$ cat src/rtl/core_sequencer.sv
// Layer sequencer for the PE-array core: loads one kernel, streams activations,
// executes, then drains result vectors from the output FIFO into psum SRAM.
module core_sequencer #(
    parameter int row = 8,
    parameter int col = 8,
    parameter int AW  = 11
) (
    input  logic          clk,
    input  logic          reset,
    input  logic          start,
    input  logic [AW-1:0] num_act,
    input  logic [AW-1:0] act_base,
    input  logic [AW-1:0] w_base,
    input  logic [AW-1:0] psum_base,
    input  logic          ofifo_valid,
    output logic [33:0]   inst,
    output logic          xw_mode,
    output logic          sfp_reset,
    output logic          busy,
    output logic          done
);

    typedef enum logic [2:0] {
        IDLE,
        W_RD,
        K_LOAD,
        K_DRAIN,
        A_RD,
        EXEC,
        DRAIN,
        DONE
    } state_t;

    // Both SRAMs idle: chip enables and write enables deasserted (active-low).
    localparam logic [33:0] IDLE_WORD = 34'h1_800C_0000;

    localparam int BIT_OFIFO_RD = 6;
    localparam int BIT_L0_RD    = 3;
    localparam int BIT_L0_WR    = 2;
    localparam int BIT_EXECUTE  = 1;
    localparam int BIT_LOAD     = 0;

    state_t        state_q;
    logic [AW-1:0] cnt_q;
    logic [AW-1:0] rdCnt_q;
    logic [AW-1:0] wrCnt_q;
    logic [AW-1:0] numAct_q;
    logic [AW-1:0] actBase_q;
    logic [AW-1:0] wBase_q;
    logic [AW-1:0] psumBase_q;
    logic [33:0]   inst_q;
    logic          xwMode_q;
    logic          sfpReset_q;
    logic          busy_q;
    logic          done_q;

    logic          l0Wr_d;
    logic          psumWr_d;
    logic          ofRd_d;
    logic [33:0]   instBase_d;
    logic [33:0]   drainWord_d;

    function automatic logic [33:0] xmemRead(input logic [33:0] w, input logic [AW-1:0] a);
        logic [33:0] r;
        r        = w;
        r[19]    = 1'b0;
        r[18]    = 1'b1;
        r[17:7]  = 11'(a);
        return r;
    endfunction

    function automatic logic [33:0] psumWrite(input logic [33:0] w, input logic [AW-1:0] a);
        logic [33:0] r;
        r        = w;
        r[32]    = 1'b0;
        r[31]    = 1'b0;
        r[30:20] = 11'(a);
        return r;
    endfunction

    // The 1-cycle SRAM read latency and the FIFO-read-to-write delay both key
    // off what the registered instruction word issued in the previous cycle.
    assign l0Wr_d   = ~inst_q[19] & inst_q[18];
    assign psumWr_d = inst_q[BIT_OFIFO_RD];
    assign ofRd_d   = ofifo_valid && (rdCnt_q != numAct_q);

    always_comb begin
        instBase_d            = IDLE_WORD;
        instBase_d[BIT_L0_WR] = l0Wr_d;
        drainWord_d           = instBase_d;
        if (ofRd_d) begin
            drainWord_d[BIT_OFIFO_RD] = 1'b1;
        end
        if (psumWr_d) begin
            drainWord_d = psumWrite(drainWord_d, psumBase_q + wrCnt_q);
        end
    end

    always_ff @(posedge clk) begin
        if (reset) begin
            state_q    <= IDLE;
            cnt_q      <= '0;
            rdCnt_q    <= '0;
            wrCnt_q    <= '0;
            numAct_q   <= '0;
            actBase_q  <= '0;
            wBase_q    <= '0;
            psumBase_q <= '0;
            inst_q     <= IDLE_WORD;
            xwMode_q   <= 1'b0;
            sfpReset_q <= 1'b0;
            busy_q     <= 1'b0;
            done_q     <= 1'b0;
        end else begin
            inst_q     <= instBase_d;
            xwMode_q   <= 1'b0;
            sfpReset_q <= 1'b0;
            done_q     <= 1'b0;
            unique case (state_q)
                IDLE: begin
                    busy_q <= 1'b0;
                    if (start) begin
                        numAct_q   <= num_act;
                        actBase_q  <= act_base;
                        wBase_q    <= w_base;
                        psumBase_q <= psum_base;
                        cnt_q      <= '0;
                        rdCnt_q    <= '0;
                        wrCnt_q    <= '0;
                        busy_q     <= 1'b1;
                        if (num_act != '0) begin
                            sfpReset_q <= 1'b1;
                            state_q    <= W_RD;
                        end else begin
                            state_q    <= DONE;
                        end
                    end
                end
                W_RD: begin
                    inst_q   <= xmemRead(instBase_d, wBase_q + cnt_q);
                    xwMode_q <= 1'b1;
                    if (cnt_q == AW'(row - 1)) begin
                        cnt_q   <= '0;
                        state_q <= K_LOAD;
                    end else begin
                        cnt_q <= cnt_q + 1'b1;
                    end
                end
                K_LOAD: begin
                    inst_q <= instBase_d | (34'd1 << BIT_L0_RD) | (34'd1 << BIT_LOAD);
                    if (cnt_q == AW'(row - 1)) begin
                        cnt_q   <= '0;
                        state_q <= K_DRAIN;
                    end else begin
                        cnt_q <= cnt_q + 1'b1;
                    end
                end
                K_DRAIN: begin
                    if (cnt_q == AW'(col - 1)) begin
                        cnt_q   <= '0;
                        state_q <= A_RD;
                    end else begin
                        cnt_q <= cnt_q + 1'b1;
                    end
                end
                A_RD: begin
                    inst_q <= xmemRead(instBase_d, actBase_q + cnt_q);
                    if (cnt_q == numAct_q - 1'b1) begin
                        cnt_q   <= '0;
                        state_q <= EXEC;
                    end else begin
                        cnt_q <= cnt_q + 1'b1;
                    end
                end
                EXEC: begin
                    inst_q <= instBase_d | (34'd1 << BIT_L0_RD) | (34'd1 << BIT_EXECUTE);
                    if (cnt_q == numAct_q - 1'b1) begin
                        cnt_q   <= '0;
                        rdCnt_q <= '0;
                        wrCnt_q <= '0;
                        state_q <= DRAIN;
                    end else begin
                        cnt_q <= cnt_q + 1'b1;
                    end
                end
                DRAIN: begin
                    inst_q <= drainWord_d;
                    if (ofRd_d) begin
                        rdCnt_q <= rdCnt_q + 1'b1;
                    end
                    if (psumWr_d) begin
                        wrCnt_q <= wrCnt_q + 1'b1;
                        if (wrCnt_q == numAct_q - 1'b1) begin
                            state_q <= DONE;
                        end
                    end
                end
                DONE: begin
                    done_q  <= 1'b1;
                    busy_q  <= 1'b0;
                    state_q <= IDLE;
                end
                default: begin
                    state_q <= IDLE;
                end
            endcase
        end
    end

    assign inst      = inst_q;
    assign xw_mode   = xwMode_q;
    assign sfp_reset = sfpReset_q;
    assign busy      = busy_q;
    assign done      = done_q;

endmodule

$ cat config.mk
export PLATFORM = sky130hd
export DESIGN_NAME = core_sequencer
export DESIGN_NICKNAME = d
export VERILOG_FILES = /design/src/rtl/core_sequencer.sv
export SDC_FILE = /design/constraint.sdc
export NUM_CORES = 1
export LEC_CHECK = 0
export CAP_MARGIN = 20
export CELL_PAD_IN_SITES_DETAIL_PLACEMENT = 1
export CELL_PAD_IN_SITES_GLOBAL_PLACEMENT = 2
export CORE_MARGIN = 10
export CORE_UTILIZATION = 38
export DETAILED_ROUTE_END_ITERATION = 8
export DONT_BUFFER_PORTS = 1
export PLACE_DENSITY_LB_ADDON = 0.1
export SYNTH_ARGS = -nofsm -noshare
export SYNTH_HDL_FRONTEND = slang
export SYNTH_SLANG_ARGS = --single-unit
$ cat constraint.sdc
create_clock -name clk -period 4.32 [get_ports clk]
set_clock_uncertainty 0.15 [all_clocks]
set_input_delay 0.432 -clock clk [delete_from_list [all_inputs] [get_ports clk]]
set_output_delay 0.432 -clock clk [all_outputs]
set_load 0.05 [all_outputs]
==> results.json <==
{
  "synthAdderAreaFrac": 0.0577,
  "avgSynthCellArea_um2": 8.29,
  "path_cells": "inv_1 > nor3_1 > buf_4 > mux2_2 > fa_1 > a21o_1 > a21oi_1 > o21bai_1 > a2111oi_0 > nor3_1 > a31oi_1 > xnor2_1 > nor2_1",
  "firstDrtPassIters": 4,
  "cts_tree": "done",
  "path_class": "flop to flop",
  "layout.nets": 805,
  "crit_slowest_cell": "a2111oi_0",
  "row_count": 45,
  "cp.required_ns": 4.48,
  "power_density_mw_per_mm2": 570,
  "synth_top_family_by_area": "simple AND/OR/NAND/NOR gates",
  "grt_pass1_vias": 5374,
  "cp.buffers_inverters": 2,
  "hold_depth": 2,
  "synthCells": 711,
  "ir_worst_vdd_mv": 0.314,
  "r2r_cells": 13,
  "track_usage": 0.174,
  "overflow": 0,
  "layout_min_cycle_time_ns": 3.77,
  "holdBufCountCts": 38,
  "setup_viol": 0,
  "arrival_ns": 3.93,
  "cts_num_sinks": 113,
  "setup_slack_ns": 0.551,
  "status": "finished, final reports clean",
  "post-cts-setup-buffers": 0,
  "ys_seq_elements": 113,
  "synth.distinct_cells": 62,
  "vias": 5056,
  "drv_cap": 0,
  "total_leakage_power_uw": 0.00284,
  "fin_area_mm2": 0.00705,
  "switching_power_uw": 1370,
  "cp-end-kind": "flop",
  "antenna_found_initial": 0,
  "finalMaxSlewViolations": 0,
  "rsz0062_at_grt": "false",
  "via_per_inst": 5.42,
  "clockBufferDepth": 2,
  "total_power_uw": 4020,
  "clockPowerShare": 0.392,
  "chipHeight_um": 145,
  "ios": 86,
  "max_stage_delay_ns": 0.52,
  "synth_area_mm2": 0.00589,
  "hp-class": "input pin to flop",
  "initial_core_util": 0.388,
  "drc": 0,
  "max_slew_margin": 0.376,
  "yosysSeqAreaShare": 0.384,
  "ant_nets": 0,
  "synthXorXnorAreaFrac": 0.112,
  "drt_wl_total_mm": 17.5,
  "mostFrequentLayoutCells": "nand2_1 (113), dfxtp_1 (113), nor2_1 (75)",
  "synthSimpleGateAreaFrac": 0.229,
  "grt_pass1_wl_mm": 28.3,
  "worstPathMaxFanout": 10,
  "io_buffers": 0,
  "clk_pin_slew_ns": 0.05,
  "core_area_mm2": 0.0152,
  "cp.depth": 13,
  "place_area_mm2": 0.00598,
  "drtIter0Drc": 211,
  "layout-drive-gt1-share": 0.0860,
  "synth_compound_area_frac": 0.134,
  "cp_top_family": "compound AO/OA/AOI/OAI gates",
  "die_w_um": 145,
  "die-area_mm2": 0.0209,
  "synth_mux_area_frac": 0.0361,
  "synth-main-ff-cell": "dfxtp_1",
  "power_switching_share": 0.342,
  "cts_buffers": 17,
  "area_growth_pct": 19.6,
  "ys_warn_count": 0,
  "dp_slack_ns": 0.671,
  "clockRootBuffer": "clkbuf_16",
  "worst_pin_slew_ns": 0.934,
  "htreeDepth": 4,
  "avgRoutedWirePerCell_um": 18.8,
  "async_reset_ff_frac": 0,
  "place_congestion": 0.817,
  "synth_edf_count": 0,
  "post_cts_resized": 0,
  "power.internal_uw": 2640,
  "max_freq_mhz": 265,
  "p_seq_frac": 0.340,
  "fin_util": 0.464,
  "dp_hpwl_mm": 12.1,
  "crit_top_cell": "nor3_1",
  "clock_latency_ns": 0.42,
  "rrSetupSlack_ns": 0.55,
  "cp-start-kind": "flop",
  "grt_max_degree": 65,
  "tns_ns": 0,
  "combPwrFrac": 0.268,
  "period_share": 0.873,
  "hold_viol_final": 0
}
## cells in the mapped netlist, types with 4 or more instances
cell type / number / area (um2)
ha_1: 24 / 300
nand3_1: 12 / 60.1
a31oi_1: 10 / 62.6
nor4_1: 12 / 75.1
buf_4: 5 / 37.5
xor2_1: 37 / 324
a21o_1: 7 / 52.6
mux2i_1: 10 / 100
mux2_2: 10 / 113
xnor2_1: 25 / 219
nor3_1: 21 / 105
dfxtp_1: 113 / 2260
nor2_1: 75 / 282
a21oi_1: 65 / 325
or3_1: 6 / 37.5
nand4_1: 5 / 31.3
nand2b_1: 4 / 25.0
and3_1: 10 / 62.6
o21ai_0: 19 / 95.1
or2_2: 4 / 25.0
nor2b_1: 9 / 56.3
o211ai_1: 4 / 30.0
clkbuf_1: 37 / 139
inv_1: 17 / 63.8
nand2_1: 113 / 424
## worst register-to-register path: cells and delay by family (launching register included)
kind	cells	cell delay (ns)
AO/OA/AOI/OAI	5	1.33
AND/OR/NAND/NOR	3	0.55
adder cells (fa/ha/maj)	1	0.44
multiplexers	1	0.38
buffers and inverters	2	0.34
flip-flops	1	0.32
XOR/XNOR	1	0.15
## kinds of logic after synthesis
family / Yosys count
DFF: 113
other: 2
muxes: 20
adders and majority gates: 26
buffers and inverters: 64
xor gates and xnor gates: 67
AOI/OAI and AO/OA: 130
and+or+nand+nor: 289
## power groups by stage
stage	combinational [uW]	sequential [uW]	clock, uW
2_1_floorplan	863	1320	0
3_3_place_gp	1000	1390	0
3_5_place_dp	1040	1390	0
4_1_cts	1090	1370	1610
5_1_grt	1210	1380	1660
6_report	1080	1370	1570
## flip-flops by register name, indices dropped and copies added, names as in the netlist
register    cells
inst           29
actBase_q      11
cnt_q          11
numAct_q       11
psumBase_q     11
rdCnt_q        11
wBase_q        11
wrCnt_q        11
state_q         3
busy            1
done            1
sfp_reset       1
xw_mode         1
## metrics by stage
stage	hold WS, ns	instances
floorplan	0.283	713
global placement	0.289	862
detailed placement	0.295	862
CTS	0.00860	932
global route	0.0216	932
finish	0.0280	933
## area by class of cell
class | count | area (um2)
Clock buffer | 20 | 457
Tap cell | 188 | 235
Inverter | 17 | 63.8
Fill cell | 1776 | 8160
Multi-Input combinational cell | 536 | 3360
Sequential cell | 113 | 2260
Antenna cell | 1 | 2.50
Timing Repair Buffer | 46 | 458
Clock inverter | 12 | 205
## per-layer routing
layer | global-route usage | vias to the layer above | part of all wire
met1 | 0.195 | 2488 | 0.43
met2 | 0.310 | 73 | 0.52
met4 | 0.0569 | 0 | 0.011
met3 | 0.0485 | 19 | 0.041
met5 | 0 | - | 0
li1 | - | 2476 | -
## final timing paths
path,start,to
setup reg to reg,state_q[2]$_SDFFE_PP0P_,inst[17]$_SDFF_PP0_
setup / recovery,state_q[2]$_SDFFE_PP0P_,inst[17]$_SDFF_PP0_
hold / removal,psum_base[1],psumBase_q[1]$_SDFFE_PP0P_
hold reg to reg,wBase_q[9]$_SDFFE_PP0P_,wBase_q[9]$_SDFFE_PP0P_
(Power assumes the default switching activity.)
